**config.mk**
```make
export PLATFORM = sky130hd
export DESIGN_NAME = pipeline_hazard_ctrl
export DESIGN_NICKNAME = d
export VERILOG_FILES = /design/src/rtl/pipeline_hazard_ctrl.sv
export SDC_FILE = /design/constraint.sdc
export NUM_CORES = 1
export LEC_CHECK = 0
export ABC_AREA = 0
export CAP_MARGIN = 0
export CORE_UTILIZATION = 40
export CTS_CLUSTER_SIZE = 16
export DETAILED_ROUTE_END_ITERATION = 10
export PLACE_DENSITY = 0.78
export SYNTH_ARGS = -nofsm -noshare
export SYNTH_HDL_FRONTEND = slang
export SYNTH_SLANG_ARGS = --single-unit
```
**constraint.sdc**
```tcl
create_clock -name clk -period 2.5 [get_ports clk]
set_clock_uncertainty 0.05 [all_clocks]
set_input_delay 0.5 -clock clk [delete_from_list [all_inputs] [get_ports clk]]
set_output_delay 0.5 -clock clk [all_outputs]
set_load 0.1 [all_outputs]
```
**src/rtl/pipeline_hazard_ctrl.sv**
```systemverilog
// rtl/pipeline_hazard_ctrl.sv - stall/flush/redirect/halt controller for the 5-stage pipeline
module pipeline_hazard_ctrl #(
   parameter int CNT_W        = 32,
   parameter int DRAIN_CYCLES = 3
) (
   input  logic             clk,
   input  logic             reset,
   input  logic [4:0]       i_id_rs,
   input  logic [4:0]       i_id_rt,
   input  logic             i_id_uses_rt,
   input  logic             i_id_halt,
   input  logic             i_ex_mem_read,
   input  logic [4:0]       i_ex_rt,
   input  logic             i_ex_mispredicted,
   input  logic             i_ex_branch_taken,
   input  logic [31:0]      i_ex_branch_target,
   input  logic [31:0]      i_ex_pc_plus4,
   input  logic             i_mem_busy,
   output logic             o_pc_write,
   output logic             o_if_id_write,
   output logic             o_if_id_flush,
   output logic             o_id_ex_write,
   output logic             o_id_ex_flush,
   output logic             o_ex_mem_write,
   output logic             o_pc_redirect,
   output logic [31:0]      o_redirect_addr,
   output logic             o_halted,
   output logic [CNT_W-1:0] o_stall_cycles,
   output logic [CNT_W-1:0] o_flush_count,
   output logic [CNT_W-1:0] o_cycle_count
);

   // Drain counter must hold DRAIN_CYCLES itself.
   localparam int DW = (DRAIN_CYCLES < 2) ? 1 : $clog2(DRAIN_CYCLES + 1);

   typedef enum logic [1:0] {
      ST_RUN    = 2'd0,
      ST_DRAIN  = 2'd1,
      ST_HALTED = 2'd2
   } state_t;

   state_t            state_q, state_d;
   logic [DW-1:0]     drain_q, drain_d;
   logic [CNT_W-1:0]  stall_q, flush_q, cycle_q;
   logic              stall_inc, flush_inc;
   logic              load_use;

   // A load in EX whose destination feeds the ID instruction cannot be forwarded in time.
   always_comb begin
      load_use = i_ex_mem_read && (i_ex_rt != 5'd0) &&
                 ((i_ex_rt == i_id_rs) || (i_id_uses_rt && (i_ex_rt == i_id_rt)));
   end

   // Pipeline control outputs and next state; reset cycle forces RUN defaults.
   always_comb begin
      o_pc_write      = 1'b1;
      o_if_id_write   = 1'b1;
      o_if_id_flush   = 1'b0;
      o_id_ex_write   = 1'b1;
      o_id_ex_flush   = 1'b0;
      o_ex_mem_write  = 1'b1;
      o_pc_redirect   = 1'b0;
      o_redirect_addr = 32'd0;
      o_halted        = 1'b0;
      state_d         = state_q;
      drain_d         = drain_q;
      stall_inc       = 1'b0;
      flush_inc       = 1'b0;

      if (!reset) begin
         case (state_q)
            ST_RUN, ST_DRAIN: begin
               if (i_mem_busy) begin
                  // Freeze everything; a pending mispredict is serviced once memory is ready.
                  o_pc_write     = 1'b0;
                  o_if_id_write  = 1'b0;
                  o_id_ex_write  = 1'b0;
                  o_ex_mem_write = 1'b0;
               end else begin
                  if (i_ex_mispredicted) begin
                     // The ID instruction is squashed, so its hazards and halt do not matter.
                     o_pc_redirect   = 1'b1;
                     o_redirect_addr = i_ex_branch_taken ? i_ex_branch_target : i_ex_pc_plus4;
                     o_if_id_flush   = 1'b1;
                     o_id_ex_flush   = 1'b1;
                     flush_inc       = 1'b1;
                  end else if (load_use) begin
                     // One bubble suffices: the load reaches MEM next cycle and forwards from there.
                     o_pc_write    = 1'b0;
                     o_if_id_write = 1'b0;
                     o_id_ex_flush = 1'b1;
                     stall_inc     = 1'b1;
                  end else if ((state_q == ST_RUN) && i_id_halt) begin
                     // HALT proceeds into EX; nothing younger is allowed behind it.
                     o_pc_write    = 1'b0;
                     o_if_id_flush = 1'b1;
                     state_d       = ST_DRAIN;
                     drain_d       = DW'(DRAIN_CYCLES);
                  end

                  if (state_q == ST_DRAIN) begin
                     // Front end stays parked while EX, MEM and WB retire.
                     o_pc_write    = 1'b0;
                     o_if_id_flush = 1'b1;
                     if (drain_q <= DW'(1)) begin
                        state_d = ST_HALTED;
                        drain_d = '0;
                     end else begin
                        drain_d = drain_q - DW'(1);
                     end
                  end
               end
            end

            ST_HALTED: begin
               o_pc_write    = 1'b0;
               o_if_id_write = 1'b0;
               o_id_ex_flush = 1'b1;
               o_halted      = 1'b1;
            end

            default: begin
               state_d = ST_RUN;
               drain_d = '0;
            end
         endcase
      end
   end

   // State, drain counter and saturating performance counters.
   always_ff @(posedge clk) begin
      if (reset) begin
         state_q <= ST_RUN;
         drain_q <= '0;
         stall_q <= '0;
         flush_q <= '0;
         cycle_q <= '0;
      end else begin
         state_q <= state_d;
         drain_q <= drain_d;
         if ((state_q != ST_HALTED) && (cycle_q != {CNT_W{1'b1}})) begin
            cycle_q <= cycle_q + CNT_W'(1);
         end
         if (stall_inc && (stall_q != {CNT_W{1'b1}})) begin
            stall_q <= stall_q + CNT_W'(1);
         end
         if (flush_inc && (flush_q != {CNT_W{1'b1}})) begin
            flush_q <= flush_q + CNT_W'(1);
         end
      end
   end

   assign o_stall_cycles = stall_q;
   assign o_flush_count  = flush_q;
   assign o_cycle_count  = cycle_q;

endmodule

```
==> results.md <==
* Total grt overflow at 0
* Pre-antenna DRT Iters at 4
* GRT Total Usage at 0.249
* Startpoint types: input pin
* # nets final at 1061
* Yosys warnings at 0
* Critical-path cell list: buf_6 -> or4_1 -> o21a_1 -> a21oi_2 -> nor2_2 -> o41ai_4 -> buf_12
* Tmin final at approximately 2.6 ns
* CP Class: in2out
* Clock latency at the later pin of the worst-skew pair at 0.35 ns
* Mapped cell area at ~5600 sq um
* Logic pwr share at 0.201
* Finished Cell Area at 9500 sq um
* Initial antenna violation count at 0
* Layout area overhead at 68.3%
* Async S/R FF share, synth at 0
* Post-synth EDFFs at 0
* Top_reg_cell synth: dfxtp_1
* HPWL after DPL at 13500 um
* CP peak stage delay at approximately 0.5 ns
* Most frequent cells in the layout: 155 x buf_4, 87 x nor2_1, 66 x clkdlybuf4s50_1
* WHS Endpoint: o_cycle_count[1]
* Layout cell share with drive strength beyond 1 at 0.363
* First-pass GRT wire length at 28700 um
* Die Wd at 121 um
* Switching share of total power at 0.277
* R2R cell count at 7
* Highest Clock Rate at 0.390 GHz
* R2R Setup Slk at 0.22 ns
* Total Power at 0.00394 W
* Number of distinct library cells after synthesis at 50
* Die Ht at 121 um
* Post-route DRC at 0
* Result of the run: finished, violations left
* Vias in the first global route at 5652
* Routed WL at 18800 um
* Slowest CP cell: or4_1
* Max Cap Viol at 0
* CP Capture Type: primary output
* RSZ-0062 raised after global routing: yes
* Crit path arrival time at 2.01 ns
* Peak supply drop at 0.000334 V
* Seq/Total Area, Yosys at 0.355
* Gpl congestion at 0.876
* Failing checks: setup timing
* Buf/Inv on CP at 2
* Largest net degree at the start of global routing at 116
* WP data required at 1.95 ns
* Final hold viol count at 0
* DIE AREA at 14600 sq um
* Slew headroom at 0.649
* Via count at 6180
* Crit share post-route at 1.02
* Clock share of power at 0.389
* Final worst slack at -0.0623 ns
* Placed cell area at 8840 sq um
* Leakage at 3.79 nW
* Drt via density at 5.35
* Cell internal pwr at ~0.0028 W
* Post-synthesis average cell area at ~8 sq um
* Worst flop-to-flop path endpoint: o_flush_count[18]
* Clock tree root buffer cell: clkbuf_16
* Seq cells post-synth at 100
* Slew Limit Fails at 0
* Ant diodes at 0
* CTS tree: yes
* Port Buffers at 222
* Min-Delay Path Class: reg2reg
* Initial Util at 0.408
* H-tree levels at 3
* Crit path depth at 7
* Critical R2R Launch: state_q[1]
* DRT iter0 DRCs at 240
* Final setup vio count at 3
* Hold path start: o_cycle_count[1]
* Final TNS setup at -0.0791 ns
* Power density relative to cell area at 415 nW/um^2
* CTS Hold Buffers Added at 0
* Cells after Synth at 706
* DR WL/cell at 16.3 um
* # IOs at 223
* Commonest non-fill, non-tap cell in the layout: buf_4
* CTS Buffer Depth at 2
* Row count at 43
* Hold path depth at 2
* Inserted Clock Buffers at 9
* NetSw at ~0.0011 W
* Core area at 13800 sq um
* Clock tree sinks at 100
* Sequential Power Share at 0.410
* Detail Route Antenna Nets at 0
* Reg clk slew, reported paths at 0.07 ns
* Worst slew pin tran at between 0.5 and 0.6 ns
* Crit path max-delay family: compound AO/OA/AOI/OAI gates
* Crit-path max FO at 2
* Synthesized net count at 796
[stage by stage]
stage,utilization,hold slack (ns),std cells,setup WS [ns]
2_1_floorplan,-,0.408,706,-0.547
3_3_place_gp,0.640,0.421,1119,-0.448
3_5_place_dp,0.640,0.433,1119,-0.454
4_1_cts,0.682,0.435,1155,-0.145
5_1_grt,0.687,0.467,1156,-0.0968
6_report,0.687,0.442,1156,-0.0623
[layout make-up]
type                       count  area (sq um)
clock buffer                  11           275
clock inverter                 5          62.6
multi-input combinational    563          3830
sequential                   100          2080
timing repair buffer         289          3000
fill                        1075          4330
tap                          180           225
inverter                       8          33.8
[synthesized netlist by cell type (3+ instances only)]
| library cell | number | area share |
|---|---|---|
| inv_1 | 8 | 0.0053 |
| mux2_2 | 14 | 0.028 |
| and2_1 | 6 | 0.0067 |
| nor3_1 | 25 | 0.022 |
| nand4_1 | 34 | 0.038 |
| and3_1 | 18 | 0.020 |
| nor2b_1 | 15 | 0.017 |
| nand3_1 | 42 | 0.037 |
| buf_2 | 5 | 0.0044 |
| a21oi_1 | 28 | 0.025 |
| nor2_1 | 122 | 0.081 |
| nor4_1 | 7 | 0.0078 |
| xor2_1 | 40 | 0.062 |
| nand2b_1 | 3 | 0.0033 |
| or4_1 | 11 | 0.015 |
| o31ai_1 | 9 | 0.012 |
| dfxtp_1 | 100 | 0.35 |
| clkbuf_1 | 21 | 0.014 |
| nand2_1 | 56 | 0.037 |
| and4_1 | 11 | 0.017 |
| xnor2_1 | 25 | 0.039 |
| or3_1 | 17 | 0.019 |
| mux2i_1 | 34 | 0.060 |
| ha_1 | 3 | 0.0067 |
| o21ai_0 | 17 | 0.015 |
| buf_1 | 5 | 0.0033 |
[kinds of logic after synthesis]
kind of cell	share of synthesized area
flip-flops	0.355
XOR/XNOR	0.101
AO/OA/AOI/OAI	0.0760
AND/OR/NAND/NOR	0.340
multiplexers	0.0882
adder cells (fa/ha/maj)	0.00665
buffers and inverters	0.0337
[registers in the layout, summed over array words and instances (netlist names)]
signal,count
drain_q,2
o_stall_cycles,32
o_flush_count,32
o_cycle_count,32
state_q,2
[power groups by stage]
stage                     sequential (W)  clock (W)  combinational (W)
after global routing             0.00161    0.00163           0.000826
after global placement           0.00165          0           0.000728
after floorplan                  0.00169          0           0.000379
after CTS                        0.00161    0.00156           0.000777
final                            0.00161    0.00153           0.000793
after detailed placement         0.00165          0           0.000732
[routing by layer]
layer	track usage	share of wire
met4	0.0980	0.019
met3	0.0495	0.068
met1	0.299	0.41
met2	0.433	0.51
met5	0	0
[worst reg2reg max path: stages (launching register included)]
cell      delay (ns)
dfxtp_2         0.33
or4b_4          0.60
buf_4           0.19
nor4_4          0.29
a21boi_4        0.29
and4_1          0.24
xnor2_1         0.11
nor2_1          0.05
[worst max path at each step]
stage	startpoint	to	slack (ns)
after floorplan	i_ex_rt[1]	o_pc_write	-0.55
after global placement	i_ex_rt[2]	o_pc_write	-0.45
after detailed placement	i_ex_rt[2]	o_pc_write	-0.45
after CTS	i_ex_rt[3]	o_pc_write	-0.14
after global routing	i_ex_rt[1]	o_pc_write	-0.1
final	i_ex_rt[1]	o_pc_write	-0.06
[timing repair]
| item | 4_1_cts | 5_1_grt |
|---|---|---|
| resized for setup | 49 | 12 |
| pin swaps | 18 | 13 |
| setup endpoints to repair | 44 | 13 |
| cloned | 3 | 0 |
| setup buffers | 17 | 2 |
Note: power is estimated with default switching activity, not from simulation.
